File: src/rtl/axi_master_bridge.sv
// Single-outstanding AXI4 master bridge: turns a simple read/write burst
// command into AR/R or AW/W/B handshakes and reports completion with an error flag.
module axi_master_bridge #(
  parameter logic [3:0] MASTER_ID = 4'd0
) (
  input  logic        clk,
  input  logic        rst,
  // command port
  input  logic        req_valid,
  input  logic        req_write,
  input  logic [31:0] req_addr,
  input  logic [3:0]  req_len,
  output logic        req_ready,
  // write-beat source
  input  logic [31:0] wd_data,
  input  logic [3:0]  wd_strb,
  input  logic        wd_valid,
  output logic        wd_ready,
  // read-beat sink
  output logic [31:0] rd_data,
  output logic        rd_valid,
  output logic        rd_last,
  // completion
  output logic        done,
  output logic        err,
  // AR channel
  output logic [3:0]  M_ARID,
  output logic [31:0] M_ARAddr,
  output logic [3:0]  M_ARLen,
  output logic [2:0]  M_ARSize,
  output logic [1:0]  M_ARBurst,
  output logic        M_ARValid,
  input  logic        M_ARReady,
  // R channel
  input  logic [3:0]  M_RID,
  input  logic [31:0] M_RData,
  input  logic [1:0]  M_RResp,
  input  logic        M_RLast,
  input  logic        M_RValid,
  output logic        M_RReady,
  // AW channel
  output logic [3:0]  M_AWID,
  output logic [31:0] M_AWAddr,
  output logic [3:0]  M_AWLen,
  output logic [2:0]  M_AWSize,
  output logic [1:0]  M_AWBurst,
  output logic        M_AWValid,
  input  logic        M_AWReady,
  // W channel
  output logic [31:0] M_WData,
  output logic [3:0]  M_WStrb,
  output logic        M_WLast,
  output logic        M_WValid,
  input  logic        M_WReady,
  // B channel
  input  logic [3:0]  M_BID,
  input  logic [1:0]  M_BResp,
  input  logic        M_BValid,
  output logic        M_BReady
);

  typedef enum logic [2:0] {
    IDLE  = 3'd0,
    RADDR = 3'd1,
    RDATA = 3'd2,
    WADDR = 3'd3,
    WDATA = 3'd4,
    WRESP = 3'd5
  } state_t;

  state_t      state_reg, state_next;
  logic [31:0] addr_reg, addr_next;
  logic [3:0]  len_reg, len_next;
  logic        write_reg, write_next;
  logic [3:0]  cnt_reg, cnt_next;
  logic        err_reg, err_next;

  logic accept, r_hs, w_hs, b_hs, last_cnt, r_beat_err, b_err, wdata_en;

  assign accept     = req_valid && (state_reg == IDLE);
  assign r_hs       = (state_reg == RDATA) && M_RValid;
  assign w_hs       = (state_reg == WDATA) && wd_valid && M_WReady;
  assign b_hs       = (state_reg == WRESP) && M_BValid;
  assign last_cnt   = (cnt_reg == len_reg);
  // An RLast that lands on the wrong beat still ends the burst but is flagged.
  assign r_beat_err = (M_RResp != 2'b00) || (M_RID != MASTER_ID) || (M_RLast && !last_cnt);
  assign b_err      = (M_BResp != 2'b00) || (M_BID != MASTER_ID);
  assign wdata_en   = (state_reg == WDATA);

  // State and burst-context registers
  always_ff @(posedge clk or negedge rst) begin
    if (!rst) begin
      state_reg <= IDLE;
      addr_reg  <= 32'd0;
      len_reg   <= 4'd0;
      write_reg <= 1'b0;
      cnt_reg   <= 4'd0;
      err_reg   <= 1'b0;
    end else begin
      state_reg <= state_next;
      addr_reg  <= addr_next;
      len_reg   <= len_next;
      write_reg <= write_next;
      cnt_reg   <= cnt_next;
      err_reg   <= err_next;
    end
  end

  // Next-state and datapath update logic
  always_comb begin
    state_next = state_reg;
    addr_next  = addr_reg;
    len_next   = len_reg;
    write_next = write_reg;
    cnt_next   = cnt_reg;
    err_next   = err_reg;
    case (state_reg)
      IDLE: begin
        if (accept) begin
          addr_next  = req_addr;
          len_next   = req_len;
          write_next = req_write;
          cnt_next   = 4'd0;
          err_next   = 1'b0;
          state_next = req_write ? WADDR : RADDR;
        end
      end
      RADDR: if (M_ARReady) state_next = RDATA;
      RDATA: begin
        if (r_hs) begin
          if (r_beat_err) err_next = 1'b1;
          if (M_RLast) begin
            cnt_next   = 4'd0;
            state_next = IDLE;
          end else begin
            cnt_next = cnt_reg + 4'd1;
          end
        end
      end
      WADDR: if (M_AWReady) state_next = WDATA;
      WDATA: begin
        if (w_hs) begin
          if (last_cnt) begin
            cnt_next   = 4'd0;
            state_next = WRESP;
          end else begin
            cnt_next = cnt_reg + 4'd1;
          end
        end
      end
      WRESP: if (M_BValid) state_next = IDLE;
      default: state_next = IDLE;
    endcase
  end

  // Output logic: all handshake signals are decoded from the current state
  always_comb begin
    req_ready = (state_reg == IDLE);
    M_ARValid = (state_reg == RADDR);
    M_AWValid = (state_reg == WADDR);
    M_RReady  = (state_reg == RDATA);
    M_BReady  = (state_reg == WRESP);
    M_WValid  = wdata_en && wd_valid;
    M_WLast   = wdata_en && last_cnt;
    wd_ready  = wdata_en && M_WReady;
    rd_valid  = (state_reg == RDATA) && M_RValid;
    rd_last   = (state_reg == RDATA) && M_RLast;
    rd_data   = (state_reg == RDATA) ? M_RData : 32'd0;
    done      = (r_hs && M_RLast && !write_reg) || (b_hs && write_reg);
    err       = 1'b0;
    if (r_hs && M_RLast) err = err_reg || r_beat_err;
    if (b_hs)            err = err_reg || b_err;
    if (!done)           err = 1'b0;
  end

  // Address/command fields are always driven from the registered context
  assign M_ARID    = MASTER_ID;
  assign M_ARAddr  = addr_reg;
  assign M_ARLen   = len_reg;
  assign M_ARSize  = 3'b010;
  assign M_ARBurst = 2'b01;
  assign M_AWID    = MASTER_ID;
  assign M_AWAddr  = addr_reg;
  assign M_AWLen   = len_reg;
  assign M_AWSize  = 3'b010;
  assign M_AWBurst = 2'b01;

  // Per-lane write data/strobe pass-through, quiet outside WDATA
  generate
    for (genvar gi = 0; gi < 4; gi++) begin : g_wlane
      assign M_WData[gi*8 +: 8] = wdata_en ? wd_data[gi*8 +: 8] : 8'd0;
      assign M_WStrb[gi]        = wdata_en && wd_strb[gi];
    end
  endgenerate

endmodule

File: config.mk
export PLATFORM = sky130hd
export DESIGN_NAME = axi_master_bridge
export DESIGN_NICKNAME = d
export VERILOG_FILES = /design/src/rtl/axi_master_bridge.sv
export SDC_FILE = /design/constraint.sdc
export NUM_CORES = 1
export LEC_CHECK = 0
export BUFFER_PORTS_ARGS = -buffer_cell sky130_fd_sc_hd__buf_2
export CELL_PAD_IN_SITES_DETAIL_PLACEMENT = 1
export CELL_PAD_IN_SITES_GLOBAL_PLACEMENT = 1
export CORE_ASPECT_RATIO = 0.6
export CORE_MARGIN = 2
export CORE_UTILIZATION = 22
export DETAILED_ROUTE_END_ITERATION = 8
export GPL_ROUTABILITY_DRIVEN = 0
export GPL_TIMING_DRIVEN = 0
export PLACE_DENSITY_LB_ADDON = 0.1
export SETUP_SLACK_MARGIN = 0.3
export SYNTH_ARGS = -nofsm -noshare
export SYNTH_HDL_FRONTEND = slang
export SYNTH_SLANG_ARGS = --single-unit
File: constraint.sdc
create_clock -name clk -period 1.6 [get_ports clk]
set_input_delay 0.08 -clock clk [delete_from_list [all_inputs] [get_ports clk]]
set_output_delay 0.08 -clock clk [all_outputs]
set_load 0.02 [all_outputs]
==> impl_results.md <==
* Status: finished with violations
* Failing checks: negative hold slack, negative setup slack
* CP max stage delay at 0.43 ns
* Int Pwr at 7.39 mW
* WP buf/inv at 2
* Port Buf Inserts at 278
* CP dominant cell by count: buf_6
* CP Capture Type: output pin
* Wire length on met3 at 586 um
* Peak supply drop at 0.893 mV
* Nets at 765
* # IOs at 297
* RSZ-0062 raised after global routing: true
* Endpoints failing setup at 109
* Register clock-pin slew on the reported worst setup and hold paths at 0.07 ns
* Setup crit start kind: flip-flop
* Slew at the pin closest to its max-slew limit at 1.02 ns
* Synth warn at 0
* Commonest non-fill, non-tap cell in the layout: buf_2
* Synth Instances at 291
* Switching Fraction at 0.407
* DR WL/cell at 15.5 um
* Clock root buffer: clkbuf_16
* Max-Cap Viols at 0
* Vias per inst at 4.09
* Clock power frac at 0.084
* Synth top area share at 0.376
* CTS H-tree depth at 2
* Die width at 155 um
* Wl on met1 at 5.20 mm
* Largest net degree at the start of global routing at 46
* Initial core utilization at 0.230
* Max reg flops at 32
* Tmin final at 1.80 ns
* Tot Pwr at 12.5 mW
* EDFF count, synth at 0
* DP Wirelength at 9.33 mm
* CTS max path bufs at 2
* Met2 WL at 6.60 mm
* Hold Path Class: in2async
* Skew final at 0.0117 ns
* Fin worst setup slack at -0.202 ns
* Max_slew headroom at 0.323
* Leakage at 3.39 nW
* Clk Latency, worst-skew pair at 0.29 ns
* Tot GR Track Use at 0.161
* Total grt overflow at 0
* Syn Area/Cell at 10.3 um^2
* NetSw at 5.08 mW
* Area Overhead vs Synth at 114%
* CTS tree: yes
* Post-layout util at 0.492
* Initial antenna violation count at 0
* Antenna Cells at 0
* Die area at 0.0146 mm^2
* DP Area at 0.00500 mm^2
* Synth area leader: dfrtp_1
* Synth Flop Type: dfrtp_1
* Sink Count at 45
* Ys async rst share at 1.00
* TritonRoute pass-1 iters at 6
* Seq cells post-synth at 45
* Seq/Total Area, Yosys at 0.376
* Crit-path cells: buf_6 -> and3b_2 -> and2_4 -> a22o_4 -> and3_4 -> buf_6
* DR vias at 3307
* CP max FO at 3
* Finished layout cell area at 0.00642 mm^2
* Drt drc at 0
* Slew Viols, Final at 0
* PwrDens at 1940 mW/mm^2
* CTS Buf Count at 5
* Fin Setup TNS at -12.93 ns
* Final WL at 12.5 mm
* Vias in the first global route at 3491
* Final hold slack at -0.0318 ns
* Layout cells sized above 1 at 0.854
* Combinational power share at 0.741
* CORE AREA at 0.0131 mm^2
* Period utilization at 1.13
* Final hold vios at 45
* Slowest CP cell: dfrtp_2
* Fmax at 555 MHz
* Die Y at 94.4 um
* First-pass GRT wire length at 18.7 mm
* Top sig layer: met4
* Crit-path leading delay family: simple AND/OR/NAND/NOR gates
* Largest cells by area after synthesis: dfrtp_1 (38%), and2_1 (15%), buf_4 (15%)
* Worst Path Required at 1.52 ns
* Most frequent cells in the layout: buf_2 (198), buf_6 (92), buf_4 (76)
* Crit Path Category: reg2out
* Num rows at 32
* Syn Std Cell Area at 0.00300 mm^2
* Hold-fix buffers at CTS at 0
* DRT iter0 DRCs at 63
* Worst slack at placement at -0.149 ns
* Worst Path Arrival at 1.72 ns
* Post-route ant nets at 0
* Sequential Power Share at 0.175
* Cell variety after synth at 52
==> power by group through the flow <==
stage	combinational (mW)	sequential (mW)	clock, mW
6_report	9.24	2.18	1.04
3_5_place_dp	7.01	2.25	0
4_1_cts	8.99	2.19	1.09
5_1_grt	9.76	2.28	1.14
3_3_place_gp	6.95	2.22	0
2_1_floorplan	4.49	2.73	0
==> path summary, 6_finish.rpt <==
kind | from | to | slack [ns] | depth (start not counted)
setup reg to reg | state_reg[1] | state_reg[1] | -0.19 | 6
hold reg to reg | M_ARAddr[23] | M_ARAddr[23] | 0.54 | 1
min in group clk | M_AWReady | state_reg[2] | 0.02 | 2
setup / recovery | state_reg[0] | err | -0.20 | 6
hold / removal | rst | M_ARAddr[25] | -0.03 | 1
max in group asynchronous | rst | M_ARLen[2] | 0.93 | 1
==> routing by layer <==
layer | vias to the layer above | global-route usage
met2 | 115 | 0.289
met3 | 10 | 0.0321
met5 | - | 0
met1 | 1588 | 0.205
met4 | 0 | 0.0309
li1 | 1594 | -
==> cell families after synthesis <==
| kind of cell | after synthesis | synth area share |
|---|---|---|
| and+or+nand+nor | 106 | 0.225 |
| other | 2 | 0.00251 |
| adders and majority gates | 1 | 0.00417 |
| xor gates and xnor gates | 5 | 0.0146 |
| muxes | 39 | 0.148 |
| DFF | 45 | 0.376 |
| AOI/OAI and AO/OA | 22 | 0.0610 |
| buffers and inverters | 71 | 0.169 |
==> final cells by class <==
cell class	count	area (um^2)
clock buffers	7	143
clock inverters	1	7.51
plain buffers	68	648
flip-flops and latches	45	1130
inverters	3	18.8
fillers	1484	6630
repair buffers	323	2420
multi-input cells	191	1840
well taps	170	213
==> through the flow <==
stage / cells / hold WS [ns]
global placement: 755 / 0.312
floorplan: 307 / -0.216
detailed placement: 755 / 0.312
global route: 808 / 0.0151
CTS: 802 / 0.00696
finish: 808 / -0.0318
==> synthesized netlist by cell type, types with 2 or more instances <==
cell	number
nand2b_4	2
a21oi_1	2
inv_1	2
nor2_1	5
nor4_1	3
buf_6	2
a21o_1	2
o22ai_1	2
nand4_1	2
and2_1	73
clkbuf_1	6
mux2_1	4
mux2_2	34
o2bb2ai_1	2
conb_1	2
dfrtp_1	45
o21ai_0	2
nor3_1	4
xnor2_1	4
nand3_1	2
and3b_1	2
nand2_1	2
buf_4	58
==> worst register-to-register path, delay by kind of cell (launching register included) <==
family	cells	cell delay, ns
AND/OR/NAND/NOR	1	0.31
AO/OA/AOI/OAI	2	0.44
buffers and inverters	2	0.20
flip-flops	1	0.40
multiplexers	1	0.32
==> timing repair <==
action	4_1_cts	5_1_grt
pin swaps	49	9
gates resized for setup	239	31
buffers inserted	30	6
cloned	9	0
endpoints found under the setup margin	122	125
Note: power is estimated with default switching activity, not from simulation.
